<file path="src/rtl/inst_align_if.sv">
// Fetch-side and consumer-side handshake bundle for the instruction realignment buffer.
interface inst_align_if;
  logic        flush;
  logic [31:0] flush_pc;
  logic        in_valid;
  logic        in_ready;
  logic [31:0] in_word;
  logic [31:0] in_pc;
  logic        out_valid;
  logic        out_ready;
  logic [31:0] out_inst;
  logic        out_is_c;
  logic [31:0] out_pc;

  modport slave (
    input  flush, flush_pc, in_valid, in_word, in_pc, out_ready,
    output in_ready, out_valid, out_inst, out_is_c, out_pc
  );

  modport master (
    output flush, flush_pc, in_valid, in_word, in_pc, out_ready,
    input  in_ready, out_valid, out_inst, out_is_c, out_pc
  );
endinterface

</file>
<file path="src/rtl/inst_align_buffer.sv">
// Realigns word-aligned fetch data into one 16- or 32-bit instruction per handshake,
// using a 4-entry halfword queue with support for halfword-aligned redirect targets.
module inst_align_buffer #(
  parameter logic [31:0] RESET_PC = 32'h0000_0000
) (
  input logic          clk,
  input logic          rst_n,
  inst_align_if.slave  bus
);

  typedef enum logic {StNormal, StSkipLow} state_e;

  state_e      state_q, state_d;
  logic [15:0] hw_q [4];
  logic [15:0] hw_d [4];
  logic [15:0] hw_s [4];
  logic [2:0]  cnt_q, cnt_d, cnt_pop;
  logic [31:0] head_q, head_d;
  logic        is_c, valid, pop, push;
  logic [2:0]  pop_n;
  logic [1:0]  idx0, idx1;

  assign is_c  = hw_q[0][1:0] != 2'b11;
  assign valid = (cnt_q >= 3'd1 && is_c) || (cnt_q >= 3'd2);

  // Data outputs are forced to zero while invalid so the reset values are well defined.
  assign bus.out_valid = valid;
  assign bus.out_is_c  = valid & is_c;
  assign bus.out_inst  = !valid ? 32'h0 : (is_c ? {16'h0, hw_q[0]} : {hw_q[1], hw_q[0]});
  assign bus.out_pc    = head_q;
  assign bus.in_ready  = (cnt_q <= 3'd2) && !bus.flush;

  always_comb begin
    pop     = valid & bus.out_ready & ~bus.flush;
    push    = bus.in_valid & bus.in_ready;
    pop_n   = !pop ? 3'd0 : (is_c ? 3'd1 : 3'd2);
    cnt_pop = cnt_q - pop_n;
    idx0    = cnt_pop[1:0];
    idx1    = cnt_pop[1:0] + 2'd1;

    case (pop_n)
      3'd1:    hw_s = '{hw_q[1], hw_q[2], hw_q[3], 16'h0};
      3'd2:    hw_s = '{hw_q[2], hw_q[3], 16'h0, 16'h0};
      default: hw_s = hw_q;
    endcase

    hw_d    = hw_s;
    cnt_d   = cnt_pop;
    head_d  = head_q + {28'h0, pop_n, 1'b0};
    state_d = state_q;

    // Pop has already been applied; the push appends behind whatever remains.
    if (push) begin
      if (state_q == StSkipLow) begin
        hw_d[idx0] = bus.in_word[31:16];
        cnt_d      = cnt_pop + 3'd1;
        state_d    = StNormal;
      end else begin
        hw_d[idx0] = bus.in_word[15:0];
        hw_d[idx1] = bus.in_word[31:16];
        cnt_d      = cnt_pop + 3'd2;
      end
      if (cnt_pop == 3'd0) begin
        head_d = bus.in_pc + ((state_q == StSkipLow) ? 32'd2 : 32'd0);
      end
    end

    if (bus.flush) begin
      cnt_d   = 3'd0;
      head_d  = bus.flush_pc;
      state_d = bus.flush_pc[1] ? StSkipLow : StNormal;
    end
  end

  always_ff @(posedge clk or negedge rst_n) begin
    if (!rst_n) begin
      hw_q    <= '{default: 16'h0};
      cnt_q   <= 3'd0;
      head_q  <= RESET_PC;
      state_q <= RESET_PC[1] ? StSkipLow : StNormal;
    end else begin
      hw_q    <= hw_d;
      cnt_q   <= cnt_d;
      head_q  <= head_d;
      state_q <= state_d;
    end
  end

endmodule

</file>
<file path="src/flat_wrapper.sv">
// flat-port wrapper written by rule: the top's interface ports become plain ports
module inst_align_buffer_flat 
#(
  parameter logic [31:0] RESET_PC = 32'h0000_0000
)
  (clk, rst_n, bus_flush, bus_flush_pc, bus_in_valid, bus_in_word, bus_in_pc, bus_out_ready, bus_in_ready, bus_out_valid, bus_out_inst, bus_out_is_c, bus_out_pc);
  inst_align_if bus_i ();
  input logic clk;
  input logic rst_n;
  input wire logic [$bits(bus_i.flush)-1:0] bus_flush;
  input wire logic [$bits(bus_i.flush_pc)-1:0] bus_flush_pc;
  input wire logic [$bits(bus_i.in_valid)-1:0] bus_in_valid;
  input wire logic [$bits(bus_i.in_word)-1:0] bus_in_word;
  input wire logic [$bits(bus_i.in_pc)-1:0] bus_in_pc;
  input wire logic [$bits(bus_i.out_ready)-1:0] bus_out_ready;
  output wire logic [$bits(bus_i.in_ready)-1:0] bus_in_ready;
  output wire logic [$bits(bus_i.out_valid)-1:0] bus_out_valid;
  output wire logic [$bits(bus_i.out_inst)-1:0] bus_out_inst;
  output wire logic [$bits(bus_i.out_is_c)-1:0] bus_out_is_c;
  output wire logic [$bits(bus_i.out_pc)-1:0] bus_out_pc;
  assign bus_i.flush = bus_flush;
  assign bus_i.flush_pc = bus_flush_pc;
  assign bus_i.in_valid = bus_in_valid;
  assign bus_i.in_word = bus_in_word;
  assign bus_i.in_pc = bus_in_pc;
  assign bus_i.out_ready = bus_out_ready;
  assign bus_in_ready = bus_i.in_ready;
  assign bus_out_valid = bus_i.out_valid;
  assign bus_out_inst = bus_i.out_inst;
  assign bus_out_is_c = bus_i.out_is_c;
  assign bus_out_pc = bus_i.out_pc;
  inst_align_buffer #(.RESET_PC(RESET_PC)) u_core (.clk(clk), .rst_n(rst_n), .bus(bus_i));
endmodule
</file>
<file path="config.mk">
export PLATFORM = sky130hd
export DESIGN_NAME = inst_align_buffer_flat
export DESIGN_NICKNAME = d
export VERILOG_FILES = /design/src/rtl/inst_align_if.sv /design/src/rtl/inst_align_buffer.sv /design/src/flat_wrapper.sv
export SDC_FILE = /design/constraint.sdc
export NUM_CORES = 1
export LEC_CHECK = 0
export CORE_MARGIN = 4
export CORE_UTILIZATION = 50
export DETAILED_ROUTE_END_ITERATION = 10
export GPL_TIMING_DRIVEN = 0
export PLACE_DENSITY = 0.76
export SYNTH_ARGS = -nofsm -noshare
export SYNTH_HDL_FRONTEND = slang
export SYNTH_SLANG_ARGS = --single-unit
</file>
<file path="constraint.sdc">
create_clock -name clk -period 6.92 [get_ports clk]
set_clock_uncertainty 0.15 [all_clocks]
set_input_delay 1.384 -clock clk [delete_from_list [all_inputs] [get_ports clk]]
set_output_delay 1.384 -clock clk [all_outputs]
set_load 0.02 [all_outputs]
</file>
==> metrics.yaml, run 1 <==
floorplan:
  fp.dieH_um: 136
  io_pins: 168
  die_x_um: 136
  start_util: 0.514
  die-area_sq_mm: 0.0186
  fp.coreArea_sq_mm: 0.0160
  rows: 46
yosys:
  synthMuxAreaShare: 0.0110
  synthTopCellsByArea: "dfrtp_1 (30%), nor2_1 (9.0%), a221oi_1 (6.0%), clkbuf_1 (5.0%), a31oi_1 (4.8%)"
  synth_edf_count: 0
  synth_top_family_by_area: "compound AO/OA/AOI/OAI gates"
  synth_xor_area_frac: 0.0575
  synth-compound-area-share: 0.291
  ys_top_cells_by_count: "nor2_1 (198), clkbuf_1 (109), dfrtp_1 (100)"
  synthesis.area_sq_mm: 0.00822
  synthSimpleGateAreaFrac: 0.257
  synth_cells: 1093
  synthDistinctLibCells: 56
  ys_warn_count: 0
  synth_top_flop_cell: "dfrtp_1"
  yosysSeqAreaShare: 0.304
  synth_area_per_cell_sq_um: 7.52
  synth_fa_ha_area_frac: 0.0186
  synth_top_area_share: 0.304
  postSynth.asyncResetShare: 1.00
  yosysTopAreaCell: "dfrtp_1"
  ys_ff_latch: 100
  synth.most_common_cell: "nor2_1"
  syn_nets: 1205
global_route:
  grt_overflow_total: 0
  grt_max_degree: 72
  grt_pass1_wl_um: 51500
  grt_antenna_before_repair: 0
  grt_pass1_vias: 8917
  grt_use_total: 0.357
run:
  drv_cap: 0
timing:
  slew_viol_final: 0
  finalCriticalPeriod_ps: 5880
  setup_viol: 0
  hold_viol: 0
  period_share: 0.850
  tns_ps: 0
  fmax_mhz: 170
  tightest_slew_ps: 1030
  slew_headroom: 0.306
  rsz0062_at_grt: "no"
place:
  port_buffers: 167
  globalplace.congestion: 0.958
  dp_cells: 1477
  dp_hpwl_um: 25600
clock_tree:
  cts_setup_buffers: 0
  clk_pin_slew_ps: 70
  cts_root_buffer: "clkbuf_16"
  cts_hold_buf: 0
  post_cts_resize_count: 0
  clkSinkCount: 100
  cts_max_level: 3
  cts_buffer_depth: 2
  insertion_delay_ps: 360
  cts_buffers: 9
  cts_tree: "done"
final_layout:
  fin_nets: 1384
  synthToLayoutAreaGrowth_pct: 27.3
  drive_gt1_frac: 0.0259
  fin_cells: 1491
  antenna_cells: 0
drt:
  wl_per_cell_um: 22.2
  drtIter0Drc: 1455
  drt-total-wl_um: 33200
  drtAntennaViolNets: 0
  dr.pass1.iters: 6
  viasPerCell: 6.47
  vias: 9640
  drc: 0
setup_path:
  critPathKind: "input pin to register"
  worst-r2r-setup-slack_ps: 1990
  path_delay_family: "buffers and inverters"
  worstSetupEndpointType: "register"
  cp_cell_sequence: "clkdlybuf4s50_1, nor2b_1, and2_1, clkbuf_1, buf_2, buf_2, ha_1, inv_1, fa_1, inv_1, ha_1, nand3_1, nor2_1, clkbuf_1, a221oi_1"
  worstSetupStartpointType: "input pin"
  arrival_ps: 5920
  crit_cells: 15
  critPathMaxStageDelay_ps: 660
  critical_path_peak_fanout: 11
  critPathSlowestCell: "nor2_1"
  r2r_end: "u_core.bus.out_pc[29]$_DFF_PN0_"
  r2r_cells: 12
  required_ps: 6960
  timing.rr.start: "u_core.cnt_q[2]$_DFF_PN0_"
  critPathBufInv: 7
power:
  pwr_density_cell_mw_per_mm2: 343
  irDropWorstVdd_mv: 0.197
  p_leak_nw: 4.02
hold_path:
  min_from: "u_core.hw_q[58]$_DFF_PN0_"
  hold_path.class: "register to register"
  min_to: "u_core.hw_q[58]$_DFF_PN0_"
  holdPathStages: 2
status:
  outcome: "completed"
layout by cell type, fill, tap and decap left out, drive strengths merged, types with 44 or more instances in the layout:
cell type	count
o22ai	49
a31oi	63
a22oi	49
a221oi	56
clkdlybuf4s50	166
nor2	198
nand2	74
dfrtp	100
a21oi	44
clkbuf	119
and3	54
per-layer routing:
layer  track usage  vias to the layer above  wire length [um]
met2         0.491                      654             13400
met3         0.114                       44              4860
met1         0.548                     4523             14600
met5             0                        -                 0
met4        0.0655                        0               360
li1              -                     4419                 -
power breakdown:
| part | total, mW | internal, mW | switching, mW |
|---|---|---|---|
| logic | 2.01 | 0.779 | 1.23 |
| registers | 1.08 | 0.805 | 0.271 |
| clock network | 0.499 | 0.254 | 0.245 |
| total | 3.58 | 1.84 | 1.74 |
layout make-up:
type | instances | area (sq um)
buffer | 119 | 453
clock buffer | 10 | 239
clock inverter | 4 | 35.0
fill | 1470 | 5540
inverter | 13 | 48.8
multi-input combinational | 861 | 5220
sequential | 100 | 2500
tap | 216 | 270
timing repair buffer | 168 | 1700
sequential cells by signal, indices dropped and copies added (netlist names):
signal / count
u_core.hw_q: 64
u_core.bus.out_pc: 32
u_core.cnt_q: 3
u_core.state_q: 1
worst max-delay path by stage:
stage / start / endpoint
global placement: rst_n / u_core.hw_q[56]$_DFF_PN0_
finish: bus_flush / u_core.bus.out_pc[29]$_DFF_PN0_
floorplan: bus_out_ready / u_core.hw_q[10]$_DFF_PN0_
detailed placement: bus_flush / u_core.bus.out_pc[12]$_DFF_PN0_
CTS: bus_flush / u_core.bus.out_pc[29]$_DFF_PN0_
global route: bus_flush / u_core.bus.out_pc[29]$_DFF_PN0_
per-stage QoR:
| stage | util | power (mW) | hold WS, ps | cell area [sq um] | worst slack, ps |
|---|---|---|---|---|---|
| 3_5_place_dp | 0.637 | 3.01 | 421 | 10200 | 790 |
| 2_1_floorplan | - | 2.25 | 363 | 8220 | 2370 |
| 5_1_grt | 0.654 | 3.80 | 465 | 10500 | 767 |
| 6_report | 0.654 | 3.58 | 441 | 10500 | 1040 |
| 4_1_cts | 0.654 | 3.51 | 438 | 10500 | 1180 |
| 3_3_place_gp | 0.635 | 2.98 | 409 | 10200 | 409 |
kinds of logic (layout without fill, tap and decap cells):
family	count (synthesis)	count (layout)
buf+inv	132	314
flops	100	100
xor+xnor	54	54
simple gates	439	439
mux	9	9
fa+ha+maj	11	11
compound gates	348	348
tightest hold or removal path: stages (launching register included):
cell	delay, ps
dfrtp_1	350
a221oi_1	80
o22ai_1	110
Power figures use the tool's default switching activity.
==> inputs of run 2 (changes only) <==
Settings changed: DONT_BUFFER_PORTS set to 1, PLACE_DENSITY 0.76 to 0.63.
==> run 2 against run 1 <==
Setup slack better by 570 ps. Total power down 6.9%. Core utilization down 10 points. Global-route usage down 3.1 points. Register-to-register slack worse by 200 ps. Critical path depth down 1. Final cell count down 11%.
==> metrics.yaml, run 2 (synthesized netlist as in run 1, its figures left out) <==
timing:
  tns_ps: 0  # unchanged
  rsz0062_at_grt: "no"
  fmax_mhz: 188  # +11%
  hold_viol: 0  # unchanged
  tightest_slew_ps: 1120  # +87.0 ps
  slew_viol_final: 0  # unchanged
  period_share: 0.768  # -0.0818
  setup_viol: 0  # unchanged
  hold_ws_ps: 443  # +2.02 ps
  finalCriticalPeriod_ps: 5320  # -566 ps
  slew_headroom: 0.247  # -0.0585
final_layout:
  fin_util: 0.550  # -0.104
  fill_cells: 1621  # +10%
  seq_area_sq_mm: 0.00250  # unchanged
  antenna_cells: 0  # unchanged
  fin_cells: 1325  # -11%
  fin_nets: 1216  # -12%
  drive_gt1_frac: 0.0298  # +0.00387
  synthToLayoutAreaGrowth_pct: 6.97
  largest_register_ffs: 64  # unchanged
  mostFrequentLayoutCells: "nor2_1 (198), clkbuf_1 (109), dfrtp_1 (100)"
  multi_input_area_sq_mm: 0.00522  # unchanged
  largest_register: "u_core.hw_q"
  final_common_cell: "nor2_1"
clock_tree:
  cts_buffers: 9  # unchanged
  cts_hold_buf: 0  # unchanged
  cts_buffer_depth: 2  # unchanged
  insertion_delay_ps: 360  # about the same
  cts_root_buffer: "clkbuf_16"
  cts_setup_buffers: 0  # unchanged
  cts_max_level: 3  # unchanged
  clk_pin_slew_ps: 70  # about the same
  clkSinkCount: 100  # unchanged
  post_cts_resize_count: 0  # unchanged
  cts_tree: "done"
hold_path:
  hold_path.class: "register to register"
  holdPathStages: 2  # unchanged
  min_from: "u_core.hw_q[54]$_DFF_PN0_"
place:
  dp_hpwl_um: 23400  # -8.7%
  dp_cells: 1309  # -11%
  globalplace.congestion: 0.961  # +0.31%
  port_buffers: 0  # -100%
drt:
  wl_per_cell_um: 23.0  # +3.2%
  dr.pass1.iters: 6  # unchanged
  vias: 8714  # -9.6%
  viasPerCell: 6.58  # +1.7%
  drtIter0Drc: 1212  # -17%
  drt-total-wl_um: 30400  # -8.3%
  drtAntennaViolNets: 0  # unchanged
  drc: 0  # unchanged
setup_path:
  worstSetupEndpointType: "register"
  required_ps: 6960  # about the same
  critical_path_peak_fanout: 11  # unchanged
  cp-startpoint: "bus_out_ready"
  timing.rr.start: "u_core.hw_q[48]$_DFF_PN0_"
  worstSetupStartpointType: "input pin"
  critPathKind: "input pin to register"
  arrival_ps: 5360  # -560 ps
  r2r_cells: 15  # +3
global_route:
  grt_pass1_wl_um: 46800  # -9.2%
  grt_max_degree: 101  # +40%
  grt_overflow_total: 0  # unchanged
  grt_pass1_vias: 8025  # -10%
  grt_use_total: 0.325  # -0.0315
  grt_antenna_before_repair: 0  # unchanged
run:
  drv_cap: 0  # unchanged
power:
  p_total_mw: 3.34  # -6.9%
  pwr_density_cell_mw_per_mm2: 379  # +11%
  p_leak_nw: 3.39  # -16%
  irDropWorstVdd_mv: 0.161  # -18%
floorplan:
  fp.dieH_um: 136  # unchanged
  start_util: 0.514  # unchanged
  die-area_sq_mm: 0.0186  # unchanged
  rows: 46  # unchanged
  fp.coreArea_sq_mm: 0.0160  # unchanged
  io_pins: 168  # unchanged
  die_x_um: 136  # unchanged
status:
  outcome: "completed"
## run 2: changes by cell type in the layout (fill, tap and decap cells not counted)
cell             delta
buf_16              -1
bufinv_16           +1
inv_8               -1
clkinv_4            +1
inv_6               -1
clkdlybuf4s50_1   -166
buf_4               -1
clkinv_2            +2
## run 2: per-layer routing
layer	vias to the layer above	GRT usage	part of all wire
met2	507	0.430	0.39
met5	-	0	0
met3	30	0.0977	0.14
li1	4092	-	-
met1	4085	0.511	0.45
met4	0	0.0756	0.011
## run 2: worst max-delay path, cell delays in order
cell and delay [ps]:
nor2b_1 200, and2_1 150, clkbuf_1 170, buf_2 270
buf_2 300, ha_1 200, inv_1 50, fa_1 540
inv_1 150, ha_1 330, nand3_1 170, nor2_1 660
clkbuf_1 570, a221oi_1 200
## run 2: worst paths after layout
check                           slack [ps]                              end
worst max-delay path                  1600  u_core.bus.out_pc[19]$_DFF_PN0_
worst min-delay path                   440        u_core.hw_q[54]$_DFF_PN0_
worst max register to register        1790  u_core.bus.out_pc[19]$_DFF_PN0_
worst min register to register         440        u_core.hw_q[54]$_DFF_PN0_
max in group asynchronous             5910        u_core.hw_q[14]$_DFF_PN0_
min in group asynchronous              560   u_core.bus.out_pc[9]$_DFF_PN0_
## run 2: stage by stage
stage | setup WS (ps) | instance area (sq um)
final | 1600 | 8790
after global routing | 1270 | 8790
after CTS | 1670 | 8790
after detailed placement | 1320 | 8490
after global placement | 1390 | 8490
after floorplan | 2370 | 8220
## run 2: area by class of cell
class                           count  share of cell area
Buffer                            119              0.0515
Clock buffer                       10              0.0272
Clock inverter                      6             0.00726
Inverter                           13             0.00555
Multi-Input combinational cell    861               0.593
Sequential cell                   100               0.285
Tap cell                          216              0.0307
## run 2: report_power, final
group / switching (mW) / total [mW] / internal (mW)
registers: 0.331 / 1.14 / 0.804
logic: 1.08 / 1.66 / 0.583
clock network: 0.249 / 0.539 / 0.290
==> inputs of run 3 (changes only) <==
Settings changed: PLACE_DENSITY 0.63 to 0.66.
Clock period 6.92 ns to 4.35 ns, I/O delays scaled along.
==> run 3 against run 2 <==
Sequential share of layout area down 0.33 points. Global-route usage down 0.53 points. Core utilization increased by 0.65 points. Final area increased by 1.2%. Sequential power is 58% higher. Largest cell class unchanged.
==> metrics.yaml, run 3 (synthesized netlist as in run 1, its figures left out) <==
status:
  outcome: "completed"
drt:
  met2_length_um: 12200  # +2.2%
  vias: 8635  # -0.91%
  drtIter0Drc: 1162  # -4.1%
  wl_per_cell_um: 22.6  # -1.5%
  top_layer_used: "met4"
  wl_met1_um: 13400  # -2.9%
  drc: 0  # unchanged
  drt-total-wl_um: 30000  # -1.4%
  dr.pass1.iters: 5  # -1
  viasPerCell: 6.51  # -0.98%
  wl_met3_um: 4040  # -5.3%
  drtAntennaViolNets: 0  # unchanged
floorplan:
  start_util: 0.514  # unchanged
  die-area_sq_mm: 0.0186  # unchanged
  rows: 46  # unchanged
  fp.dieH_um: 136  # unchanged
  die_x_um: 136  # unchanged
  fp.coreArea_sq_mm: 0.0160  # unchanged
  io_pins: 168  # unchanged
timing:
  slew_headroom: 0.297  # +0.0495
  setup_viol: 0  # unchanged
  rsz0062_at_grt: "yes"
  tightest_slew_ps: 1050  # -73.6 ps
  fmax_mhz: 236
  finalCriticalPeriod_ps: 4240
  hold_viol: 0  # unchanged
  period_share: 0.976
  slew_viol_final: 0  # unchanged
power:
  p_leak_nw: 3.47  # +2.5%
  pwr_density_cell_mw_per_mm2: 601  # +58%
  irDropWorstVdd_mv: 0.241  # +49%
final_layout:
  final_common_cell: "nor2_1"
  largest_register: "u_core.hw_q"
  drive_gt1_frac: 0.0622  # +0.0325
  synthToLayoutAreaGrowth_pct: 8.23
  largest_register_ffs: 64  # unchanged
  mostFrequentLayoutCells: "nor2_1 (196), dfrtp_1 (100), clkbuf_1 (87)"
  fin_nets: 1217  # +0.082%
  postLayoutCellArea_sq_mm: 0.00890  # +1.2%
  fin_util: 0.556  # +0.00649
clock_tree:
  cts_buffer_depth: 2  # unchanged
  insertion_delay_ps: 350  # about the same
  clk_pin_slew_ps: 70  # about the same
  cts_tree: "done"
  cts_buffers: 9  # unchanged
  cts_hold_buf: 0  # unchanged
  cts_max_level: 3  # unchanged
  cts_root_buffer: "clkbuf_16"
  clkSinkCount: 100  # unchanged
global_route:
  grt_pass1_wl_um: 46400  # -0.83%
  grt_pass1_vias: 8186  # +2.0%
  grt_antenna_before_repair: 0  # unchanged
  grt_use_total: 0.320  # -0.00533
  grt_overflow_total: 0  # unchanged
  grt_max_degree: 101  # unchanged
run:
  drv_cap: 0  # unchanged
place:
  dp_hpwl_um: 23100  # -1.3%
  port_buffers: 0  # unchanged
  postPlaceCellArea_sq_mm: 0.00849  # unchanged
  globalplace.congestion: 0.969  # +0.80%
setup_path:
  critPathMaxStageDelay_ps: 480  # -180 ps
  worstSetupStartpointType: "register"
  path_delay_family: "buffers and inverters"
  arrival_ps: 4370  # -990 ps
  critPathSlowestCell: "clkbuf_1"
  worstSetupEndpointType: "register"
  cp_cell_sequence: "and2_1, nor2_4, and2_1, clkbuf_1, buf_6, buf_4, ha_1, inv_1, fa_2, inv_1, ha_2, clkbuf_1, clkbuf_2, a31oi_1, o22ai_1"
  required_ps: 4470  # -2490 ps
  critPathBufInv: 7  # +1
  critical_path_peak_fanout: 11  # unchanged
  critPathKind: "register to register"
hold_path:
  hold_path.class: "input pin to asynchronous set/reset pin"
[run 3: cell count changes in the layout (fill, tap and decap cells not counted), sizes merged]
| cell | previous run | this run |
|---|---|---|
| diode | 0 | 1 |
| clkinvlp | 2 | 0 |
| clkbuf | 119 | 118 |
| buf | 10 | 13 |
[run 3: what timing repair did]
| action | 4_1_cts | 5_1_grt |
|---|---|---|
| pin swaps | 0 | 2 |
| setup endpoints to repair | 94 | 95 |
| gates resized for setup | 17 | 33 |
| buffers inserted | 0 | 2 |
[run 3: area by class of cell]
class	count	area, sq um
Clock inverter	4	48.8
Sequential cell	100	2500
Multi-Input combinational cell	861	5270
Timing Repair Buffer	2	15.0
Buffer	118	485
Antenna cell	1	2.50
Inverter	13	48.8
Fill cell	1610	7100
Clock buffer	11	253
Tap cell	216	270
[run 3: path summary, 6_finish.rpt]
kind,start,to,slack [ps],depth (start not counted)
max,u_core.hw_q[48]$_DFF_PN0_,u_core.hw_q[61]$_DFF_PN0_,110,15
min,rst_n,u_core.bus.out_pc[9]$_DFF_PN0_,50,0
max reg2reg,u_core.hw_q[48]$_DFF_PN0_,u_core.hw_q[61]$_DFF_PN0_,110,15
min reg2reg,u_core.hw_q[50]$_DFF_PN0_,u_core.hw_q[50]$_DFF_PN0_,440,2
max in group asynchronous,rst_n,u_core.hw_q[14]$_DFF_PN0_,3790,0
min in group clk,u_core.hw_q[50]$_DFF_PN0_,u_core.hw_q[50]$_DFF_PN0_,440,2
[run 3: report_power, final]
| group | leakage, nW | internal (mW) | switching (mW) |
|---|---|---|---|
| combinational | 2.08 | 0.975 | 1.72 |
| clock | 0.151 | 0.475 | 0.383 |
| sequential | 1.24 | 1.28 | 0.519 |
| total | 3.47 | 2.73 | 2.62 |
[run 3: layer usage]
metal,vias up,global-route usage
li1,4085,-
met1,4034,0.487
met2,493,0.450
met3,23,0.0903
met4,0,0.0661
met5,-,0
[run 3: stage by stage]
step                      total power [mW]  hold slack, ps  setup TNS, ps  setup WS, ps  instances
after CTS                             5.21            47.5              0          35.7       1324
after global routing                  5.69            48.0           -103         -32.9       1325
after detailed placement              4.32             427         -29130          -601       1309
final                                 5.35            51.8              0           105       1326
after global placement                4.30             421         -26750          -601       1309
after floorplan                       3.58             363              0           316       1093
